**src/rtl/ysyx_040729_clint_if.sv**
```systemverilog
// Request/response bus of the core-local interruptor: single outstanding request.
// The CPU side is the master; the CLINT is the slave.
interface ysyx_040729_clint_if #(
  parameter int DATA_WIDTH = 64
);
  logic                    req_valid;
  logic                    req_ready;
  logic                    req_wen;
  logic [63:0]             req_addr;
  logic [DATA_WIDTH-1:0]   req_wdata;
  logic [DATA_WIDTH/8-1:0] req_wmask;
  logic                    resp_valid;
  logic                    resp_ready;
  logic [DATA_WIDTH-1:0]   resp_rdata;
  logic                    resp_err;

  modport master (
    output req_valid, req_wen, req_addr, req_wdata, req_wmask, resp_ready,
    input  req_ready, resp_valid, resp_rdata, resp_err
  );

  modport slave (
    input  req_valid, req_wen, req_addr, req_wdata, req_wmask, resp_ready,
    output req_ready, resp_valid, resp_rdata, resp_err
  );
endinterface

```
**src/rtl/ysyx_040729_clint.sv**
```systemverilog
// CLINT: mtime/mtimecmp/msip registers with level timer and software interrupt requests.
// Response one cycle after accept; req_ready drops while a response waits on resp_ready.
module ysyx_040729_clint #(
  parameter int          DATA_WIDTH = 64,
  parameter logic [63:0] BASE       = 64'h0200_0000,
  parameter int          TICK_DIV   = 1
) (
  input  logic                     clock,
  input  logic                     reset,
  ysyx_040729_clint_if.slave       bus,
  output logic                     tirp_o,
  output logic                     sirp_o
);
  localparam int                    CW        = (TICK_DIV > 1) ? $clog2(TICK_DIV) : 1;
  localparam logic [CW-1:0]         DIV_MAX   = CW'(TICK_DIV - 1);
  localparam logic [CW-1:0]         CNT_ONE   = CW'(1);
  localparam logic [DATA_WIDTH-1:0] ONE       = DATA_WIDTH'(1);
  localparam logic [63:0]           OFF_MSIP  = 64'h0000;
  localparam logic [63:0]           OFF_CMP   = 64'h4000;
  localparam logic [63:0]           OFF_MTIME = 64'hBFF8;

  logic [DATA_WIDTH-1:0] mtime_q, mtime_d;
  logic [DATA_WIDTH-1:0] mtimecmp_q, mtimecmp_d;
  logic                  msip_q, msip_d;
  logic [CW-1:0]         div_cnt_q, div_cnt_d;
  logic                  tirp_q, sirp_q;
  logic                  resp_valid_q, resp_valid_d;
  logic                  resp_err_q, resp_err_d;
  logic [DATA_WIDTH-1:0] resp_rdata_q, resp_rdata_d;

  logic [63:0]           off;
  logic [DATA_WIDTH-1:0] bmask, rd_val;
  logic                  accept, wr, tick, aligned, hit_msip, hit_cmp, hit_mtime, bad;

  always_comb begin
    off       = bus.req_addr - BASE;
    aligned   = (bus.req_addr[2:0] == 3'b000);
    hit_msip  = aligned && (off == OFF_MSIP);
    hit_cmp   = aligned && (off == OFF_CMP);
    hit_mtime = aligned && (off == OFF_MTIME);
    bad       = !(hit_msip || hit_cmp || hit_mtime);
    accept    = bus.req_valid && !resp_valid_q;
    wr        = accept && bus.req_wen && !bad;

    bmask = '0;
    for (int i = 0; i < DATA_WIDTH / 8; i++) begin
      bmask[8*i +: 8] = {8{bus.req_wmask[i]}};
    end

    tick      = (div_cnt_q == DIV_MAX);
    div_cnt_d = tick ? '0 : div_cnt_q + CNT_ONE;

    // A bus write to mtime overrides the same-cycle tick; the prescaler keeps running.
    mtime_d = tick ? mtime_q + ONE : mtime_q;
    if (wr && hit_mtime) begin
      mtime_d = (mtime_q & ~bmask) | (bus.req_wdata & bmask);
    end

    mtimecmp_d = mtimecmp_q;
    if (wr && hit_cmp) begin
      mtimecmp_d = (mtimecmp_q & ~bmask) | (bus.req_wdata & bmask);
    end

    msip_d = msip_q;
    if (wr && hit_msip && bus.req_wmask[0]) begin
      msip_d = bus.req_wdata[0];
    end

    rd_val = '0;
    if (hit_msip)  rd_val = {{(DATA_WIDTH-1){1'b0}}, msip_q};
    if (hit_cmp)   rd_val = mtimecmp_q;
    if (hit_mtime) rd_val = mtime_q;

    resp_valid_d = resp_valid_q;
    resp_err_d   = resp_err_q;
    resp_rdata_d = resp_rdata_q;
    if (accept) begin
      resp_valid_d = 1'b1;
      resp_err_d   = bad;
      resp_rdata_d = (bus.req_wen || bad) ? '0 : rd_val;
    end else if (resp_valid_q && bus.resp_ready) begin
      resp_valid_d = 1'b0;
    end
  end

  always_ff @(posedge clock) begin
    if (reset) begin
      mtime_q      <= '0;
      mtimecmp_q   <= '1;
      msip_q       <= 1'b0;
      div_cnt_q    <= '0;
      tirp_q       <= 1'b0;
      sirp_q       <= 1'b0;
      resp_valid_q <= 1'b0;
      resp_err_q   <= 1'b0;
      resp_rdata_q <= '0;
    end else begin
      mtime_q      <= mtime_d;
      mtimecmp_q   <= mtimecmp_d;
      msip_q       <= msip_d;
      div_cnt_q    <= div_cnt_d;
      tirp_q       <= (mtime_q >= mtimecmp_q);
      sirp_q       <= msip_q;
      resp_valid_q <= resp_valid_d;
      resp_err_q   <= resp_err_d;
      resp_rdata_q <= resp_rdata_d;
    end
  end

  assign bus.req_ready  = !resp_valid_q;
  assign bus.resp_valid = resp_valid_q;
  assign bus.resp_err   = resp_err_q;
  assign bus.resp_rdata = resp_rdata_q;
  assign tirp_o         = tirp_q;
  assign sirp_o         = sirp_q;
endmodule

```
**src/flat_wrapper.sv**
```systemverilog
// flat-port wrapper written by rule: the top's interface ports become plain ports
module ysyx_040729_clint_flat 
#(
  parameter int          DATA_WIDTH = 64,
  parameter logic [63:0] BASE       = 64'h0200_0000,
  parameter int          TICK_DIV   = 1
)
  (clock, reset, tirp_o, sirp_o, bus_req_valid, bus_req_wen, bus_req_addr, bus_req_wdata, bus_req_wmask, bus_resp_ready, bus_req_ready, bus_resp_valid, bus_resp_rdata, bus_resp_err);
  ysyx_040729_clint_if #(.DATA_WIDTH(DATA_WIDTH)) bus_i ();
  input  logic clock;
  input  logic reset;
  output logic tirp_o;
  output logic sirp_o;
  input wire logic [$bits(bus_i.req_valid)-1:0] bus_req_valid;
  input wire logic [$bits(bus_i.req_wen)-1:0] bus_req_wen;
  input wire logic [$bits(bus_i.req_addr)-1:0] bus_req_addr;
  input wire logic [$bits(bus_i.req_wdata)-1:0] bus_req_wdata;
  input wire logic [$bits(bus_i.req_wmask)-1:0] bus_req_wmask;
  input wire logic [$bits(bus_i.resp_ready)-1:0] bus_resp_ready;
  output wire logic [$bits(bus_i.req_ready)-1:0] bus_req_ready;
  output wire logic [$bits(bus_i.resp_valid)-1:0] bus_resp_valid;
  output wire logic [$bits(bus_i.resp_rdata)-1:0] bus_resp_rdata;
  output wire logic [$bits(bus_i.resp_err)-1:0] bus_resp_err;
  assign bus_i.req_valid = bus_req_valid;
  assign bus_i.req_wen = bus_req_wen;
  assign bus_i.req_addr = bus_req_addr;
  assign bus_i.req_wdata = bus_req_wdata;
  assign bus_i.req_wmask = bus_req_wmask;
  assign bus_i.resp_ready = bus_resp_ready;
  assign bus_req_ready = bus_i.req_ready;
  assign bus_resp_valid = bus_i.resp_valid;
  assign bus_resp_rdata = bus_i.resp_rdata;
  assign bus_resp_err = bus_i.resp_err;
  ysyx_040729_clint #(.DATA_WIDTH(DATA_WIDTH), .BASE(BASE), .TICK_DIV(TICK_DIV)) u_core (.clock(clock), .reset(reset), .bus(bus_i), .tirp_o(tirp_o), .sirp_o(sirp_o));
endmodule
```
**config.mk**
```make
export PLATFORM = sky130hd
export DESIGN_NAME = ysyx_040729_clint_flat
export DESIGN_NICKNAME = d
export VERILOG_FILES = /design/src/rtl/ysyx_040729_clint_if.sv /design/src/rtl/ysyx_040729_clint.sv /design/src/flat_wrapper.sv
export SDC_FILE = /design/constraint.sdc
export NUM_CORES = 1
export LEC_CHECK = 0
export CAP_MARGIN = 20
export CORE_MARGIN = 1.5
export CORE_UTILIZATION = 49
export CTS_CLUSTER_DIAMETER = 150
export DETAILED_ROUTE_END_ITERATION = 10
export MAX_ROUTING_LAYER = met4
export PLACE_DENSITY = 0.78
export SETUP_SLACK_MARGIN = 0.15
export SLEW_MARGIN = 20
export SYNTH_ARGS = -nofsm -noshare
export SYNTH_HDL_FRONTEND = slang
export SYNTH_SLANG_ARGS = --single-unit
```
**constraint.sdc**
```tcl
create_clock -name clock -period 3.7 [get_ports clock]
set_input_delay 0.74 -clock clock [delete_from_list [all_inputs] [get_ports clock]]
set_output_delay 0.74 -clock clock [all_outputs]
set_load 0.03 [all_outputs]
```
==> flow_metrics.env, run 1 <==
export IMPL_yosysUniqueCellTypes=79
export IMPL_initial_core_util=0.502
export IMPL_clk_latency_ns=0.46
export IMPL_dr_pass1_iters=7
export IMPL_worst_slew_pin_slew_ns=1.16
export IMPL_reg2regPathDepth=9
export IMPL_routedWlPerCell_um=25.7
export IMPL_die_area_um2=25100
export IMPL_io_pin_count=210
export IMPL_holdCritPathClass="flip-flop to flip-flop"
export IMPL_clock_tree_root_cell="clkbuf_16"
export IMPL_period_share=1.06
export IMPL_worst_path_buf_inv=3
export IMPL_numCtsBuffers=17
export IMPL_violations="negative setup slack"
export IMPL_path_cells="buf_6 -> or4_4 -> or4_4 -> buf_4 -> o31ai_4 -> nand4_1 -> or3_4 -> or4_4 -> buf_12 -> nor3b_2 -> a2111oi_4"
export IMPL_grt_first_pass_wirelength_um=70600
export IMPL_clockBufferDepth=2
export IMPL_hold_end="u_core.bus.resp_rdata[16]$_SDFFE_PP0P_"
export IMPL_io_buffers=209
export IMPL_dp_hpwl_um=29800
export IMPL_final_common_cell="dfxtp_1"
export IMPL_ys_seq_elements=198
export IMPL_synth_top_area_frac=0.335
export IMPL_core_um2=23500
export IMPL_grt_overflow=0
export IMPL_synth_async_reset_ratio=0
export IMPL_via_per_inst=6.95
export IMPL_cts_sinks=198
export IMPL_die_h_um=158
export IMPL_outcome="finished, violations left"
export IMPL_finalSetupTns_ns=-0.541
export IMPL_syn_num_nets=1665
export IMPL_period_minus_slack_ns=3.93
export IMPL_yosys_warnings=0
export IMPL_start_kind="primary input"
export IMPL_report_final_slew_viol_count=0
export IMPL_syn_area_per_cell_um2=8.11
export IMPL_arrival_ns=4.23
export IMPL_relSlewSlack=0.218
export IMPL_p_per_area_nw_per_um2=257
export IMPL_syn_inst=1458
export IMPL_holdPathStages=2
export IMPL_antenna_found_initial=1
export IMPL_min_from="u_core.bus.resp_rdata[16]$_SDFFE_PP0P_"
export IMPL_die_width_um=158
export IMPL_clock_skew_ns=0.0180
export IMPL_fmax_ghz=0.254
export IMPL_h_tree_depth=4
export IMPL_synth_flop_cell="dfxtp_1"
export IMPL_grt_usage=0.375
export IMPL_r2r_setup_slack_ns=0.10
export IMPL_worstPathRequired_ns=4.00
export IMPL_synth_area_leader_cell="dfxtp_1"
export IMPL_clk_pin_slew_ns=0.09
export IMPL_max_vdd_ir_drop_v=0.000346
export IMPL_ys_top_cells_by_area="dfxtp_1 34%, ha_1 7.0%, nand2_1 5.7%"
export IMPL_final_cell_area_um2=18500
export IMPL_critPathCaptureType="flip-flop"
export IMPL_fin_ws_ns=-0.230
export IMPL_cap_violations=0
export IMPL_grt_pass1_vias=13156
export IMPL_placed_area_um2=15300
export IMPL_finalPower_mw=4.77
export IMPL_cts_tree="yes"
export IMPL_drt_iter0_markers=2615
export IMPL_syn2layout_area_growth_pct=56.8
export IMPL_grt_max_degree=65
export IMPL_seq_area_frac_synth=0.335
export IMPL_synth_edf_count=0
export IMPL_syn_area_um2=11800
export IMPL_hold_violations=0
export IMPL_path_class="primary input to flip-flop"
export IMPL_cpLargestDelayFamily="simple AND/OR/NAND/NOR gates"
export IMPL_rsz0062_at_grt="true"
export IMPL_crit_path_top_delay_cell="or4_4"
export IMPL_p_leak_nw=8.06
export IMPL_layout_nets=2028
export IMPL_gp_congestion=0.950
export IMPL_drive_gt1_frac=0.265
export IMPL_layout_common_cells="198 x dfxtp_1, 184 x clkdlybuf4s50_1, 173 x nand2_1"
export IMPL_via_count=14976
export IMPL_cpPeakStageDelay_ns=0.59
export IMPL_crit_fanout=8
export IMPL_timing_critical_path_mode_cell="or4_4"
export IMPL_crit_start="bus_req_addr[53]"
export IMPL_num_rows=56
export IMPL_drc_errors=0
export IMPL_final_antenna_net_count=0
export IMPL_routed_wl_um=55500
export IMPL_setup_viol_count_final=23
worst min-delay path: stages (launching register included):
cell,delay [ns]
dfxtp_1,0.31
nand2_1,0.05
o21ai_1,0.05
worst max-delay path by stage:
stage | slack, ns | cells after the start | end
floorplan | -0.09 | 11 | flip-flop
global placement | -0.65 | 11 | flip-flop
detailed placement | -0.72 | 11 | flip-flop
CTS | -0.1 | 11 | flip-flop
global route | -0.26 | 12 | flip-flop
finish | -0.23 | 11 | flip-flop
through the flow:
step | setup WS [ns] | cells | hold WS, ns | util
2_1_floorplan | -0.0864 | 1458 | 0.456 | -
4_1_cts | -0.0997 | 2114 | 0.451 | 0.721
3_3_place_gp | -0.652 | 2041 | 0.437 | 0.651
5_1_grt | -0.263 | 2154 | 0.468 | 0.787
6_report | -0.230 | 2154 | 0.446 | 0.787
3_5_place_dp | -0.716 | 2041 | 0.441 | 0.651
metal layers:
layer / GRT usage / up-vias / wire [um]
li1: - / 6203 / -
met1: 0.463 / 6837 / 18900
met2: 0.592 / 1386 / 23600
met3: 0.0803 / 550 / 7860
met4: 0.160 / 0 / 5020
met5: - / - / 0
synth_stat cells, types with 13 or more instances:
library cell,number
nand2_1,179
mux2i_1,63
nor2_1,73
a31oi_1,28
inv_1,95
nand4_1,41
dfxtp_1,198
o21ai_1,33
buf_2,15
nor3_1,60
o21ai_0,74
or3_1,16
a32oi_1,64
a21oi_1,59
ha_1,66
a21o_1,23
nor4_1,49
clkbuf_1,60
and3_1,13
nand3_1,48
cells by family (layout without fill, tap and decap cells):
logic type	count (synthesis)	after routing	share of synthesized area
simple gates	561	564	0.247
compound gates	366	366	0.211
flops	198	198	0.335
buf+inv	181	554	0.0630
mux	69	69	0.0610
fa+ha+maj	66	66	0.0698
xor+xnor	16	16	0.0119
other cells	1	2	0.000317
layout make-up:
class                      count  area, um^2
antenna                        1        2.50
clock inverter                13         188
timing repair buffer         427        4710
multi-input combinational   1082        8470
clock buffer                  19         443
tap                          319         399
sequential                   198        3960
fill                        1417        5010
inverter                      95         357
power breakdown:
group          total [mW]  leakage, nW  switching (mW)  internal [mW]
Clock                2.08        0.307           0.965           1.11
Combinational       0.521         6.15           0.279          0.243
Sequential           2.17         1.60          0.0261           2.14
Total                4.77         8.06            1.27           3.50
timing repair:
item,in CTS,in global routing
pin swaps,53,111
gates cloned,18,7
endpoints found under the setup margin,192,194
buffers inserted,23,32
gates resized for setup,109,266
hold buffers,0,0
Power figures use the tool's default switching activity.
==> run 2, diff against run 1 <==
--- a/config.mk
+++ b/config.mk
@@ -6,7 +6,6 @@
 export NUM_CORES = 1
 export LEC_CHECK = 0
 export CAP_MARGIN = 20
-export CORE_MARGIN = 1.5
 export CORE_UTILIZATION = 49
 export CTS_CLUSTER_DIAMETER = 150
 export DETAILED_ROUTE_END_ITERATION = 10
==> flow_metrics.env, run 2 (synthesis results as in run 1) <==
export IMPL_routed_wl_um=50700
export IMPL_critPathCaptureType="flip-flop"
export IMPL_period_share=1.04
export IMPL_clock_tree_root_cell="clkbuf_16"
export IMPL_crit_fanout=4
export IMPL_intPower_mw=3.42
export IMPL_dr_pass1_iters=8
export IMPL_routedWlPerCell_um=23.4
export IMPL_swShare=0.257
export IMPL_via_per_inst=6.71
export IMPL_fin_ws_ns=-0.133
export IMPL_die_area_um2=24800
export IMPL_clockBufferDepth=2
export IMPL_outcome="finished, violations left"
export IMPL_core_um2=23500
export IMPL_cap_violations=0
export IMPL_final_common_cell="dfxtp_1"
export IMPL_hold_violations=0
export IMPL_drc_errors=0
export IMPL_dp_slack_ns=-0.845
export IMPL_cts_sinks=198
export IMPL_crit_path_top_delay_cell="or4_4"
export IMPL_clk_pin_slew_ns=0.08
export IMPL_grt_usage=0.361
export IMPL_max_vdd_ir_drop_v=0.000239
export IMPL_report_final_slew_viol_count=0
export IMPL_worst_path_buf_inv=3
export IMPL_die_h_um=157
export IMPL_p_sw_mw=1.18
export IMPL_io_pin_count=210
export IMPL_path_class="primary input to flip-flop"
export IMPL_worstPathRequired_ns=4.04
export IMPL_clk_latency_ns=0.45
export IMPL_setup_viol_count_final=10
export IMPL_dp_hpwl_um=29700
export IMPL_grt_pass1_vias=13105
export IMPL_syn2layout_area_growth_pct=53.3
export IMPL_num_rows=56
export IMPL_layout_nets=2039
export IMPL_whs_ns=0.451
export IMPL_p_per_area_nw_per_um2=253
export IMPL_numCtsBuffers=17
export IMPL_combPwrFrac=0.111
export IMPL_period_minus_slack_ns=3.83
export IMPL_relSlewSlack=0.389
export IMPL_initial_core_util=0.502
export IMPL_h_tree_depth=4
export IMPL_drt_iter0_markers=2114
export IMPL_gp_congestion=0.937
export IMPL_holdCritPathClass="flip-flop to flip-flop"
export IMPL_hold_buffers=0
export IMPL_start_kind="primary input"
export IMPL_final_antenna_net_count=0
export IMPL_timing_critical_path_mode_cell="or4_4"
export IMPL_arrival_ns=4.18
export IMPL_fmax_ghz=0.261
export IMPL_antenna_found_initial=2
export IMPL_io_buffers=209
export IMPL_grt_first_pass_wirelength_um=68200
export IMPL_postLayoutCoreUtil=0.770
export IMPL_worst_slew_pin_slew_ns=0.916
export IMPL_rsz0062_at_grt="true"
export IMPL_cpLargestDelayFamily="simple AND/OR/NAND/NOR gates"
export IMPL_violations="negative setup slack"
export IMPL_layout_common_cells="198 x dfxtp_1, 180 x clkdlybuf4s50_1, 176 x nand2_1"
export IMPL_grt_max_degree=65
export IMPL_sequentialPowerShare=0.471
export IMPL_clock_skew_ns=0.0170
export IMPL_path_cells="buf_6 -> or4_4 -> or4_4 -> o41ai_4 -> nand4_1 -> or3_4 -> buf_6 -> or4_4 -> buf_12 -> mux2i_4 -> nor2_1 -> nor4_1"
export IMPL_via_count=14526
export IMPL_cts_tree="yes"
export IMPL_clock_power_share=0.418
export IMPL_die_width_um=157
export IMPL_cpPeakStageDelay_ns=0.60
export IMPL_p_leak_nw=7.99
export IMPL_drive_gt1_frac=0.258
export IMPL_grt_overflow=0
## run 2: cell types whose count changed in the layout (fill, tap and decap cells not counted), moves of 5 or more
cell	delta
buf_4	+24
nand3_1	+13
nand3_2	-10
a32oi_2	-9
a32oi_1	+8
buf_16	-8
buf_12	-5
## run 2: layout make-up
type	instances	area [um^2]
inverters	95	357
clock buffers	19	443
flip-flops and latches	198	3960
well taps	319	399
multi-input cells	1082	8270
repair buffers	438	4550
diodes	2	5.00
fillers	1477	5420
clock inverters	12	143
## run 2: per-stage QoR
stage	power [mW]	instance area (um^2)	TNS, ns	std cells
final	4.60	18100	-0.454	2165
after global routing	4.68	18100	-2.55	2165
after CTS	4.53	16900	-5.97	2127
after detailed placement	2.65	15400	-122.28	2057
after global placement	2.64	15400	-98.04	2057
after floorplan	2.35	12000	-0.239	1458
## run 2: timing repair
action,CTS,global route
pin swaps,44,105
resized for setup,141,201
buffers inserted,32,23
cloned,7,13
setup endpoints to repair,193,193
## run 2: worst paths after layout
| kind | startpoint | endpoint | slack, ns | cells past startpoint |
|---|---|---|---|---|
| hold / removal | u_core.bus.resp_rdata[21]$_SDFFE_PP0P_ | u_core.bus.resp_rdata[21]$_SDFFE_PP0P_ | 0.45 | 2 |
| hold reg to reg | u_core.bus.resp_rdata[21]$_SDFFE_PP0P_ | u_core.bus.resp_rdata[21]$_SDFFE_PP0P_ | 0.45 | 2 |
| setup / recovery | bus_req_addr[51] | flip-flop | -0.13 | 12 |
| setup reg to reg | flip-flop | flip-flop | 0.15 | 9 |
## run 2: worst min-delay path: stages, from the launching register on
cell	delay, ns
dfxtp_1	0.31
nand2_1	0.05
o21ai_1	0.05
## run 2: layer usage
layer / part of all wire / track usage / up-vias
met5: 0 / - / -
met4: 0.058 / 0.158 / 0
met3: 0.12 / 0.0515 / 320
met2: 0.45 / 0.583 / 1232
met1: 0.37 / 0.449 / 6771
li1: - / - / 6203
## run 2: power by group through the flow
stage                     clock, mW  combinational (mW)  sequential, mW
after floorplan                   0               0.143            2.21
after global placement            0               0.436            2.21
after detailed placement          0               0.442            2.21
after CTS                      1.90               0.460            2.16
after global routing           1.99               0.527            2.16
final                          1.92               0.511            2.16
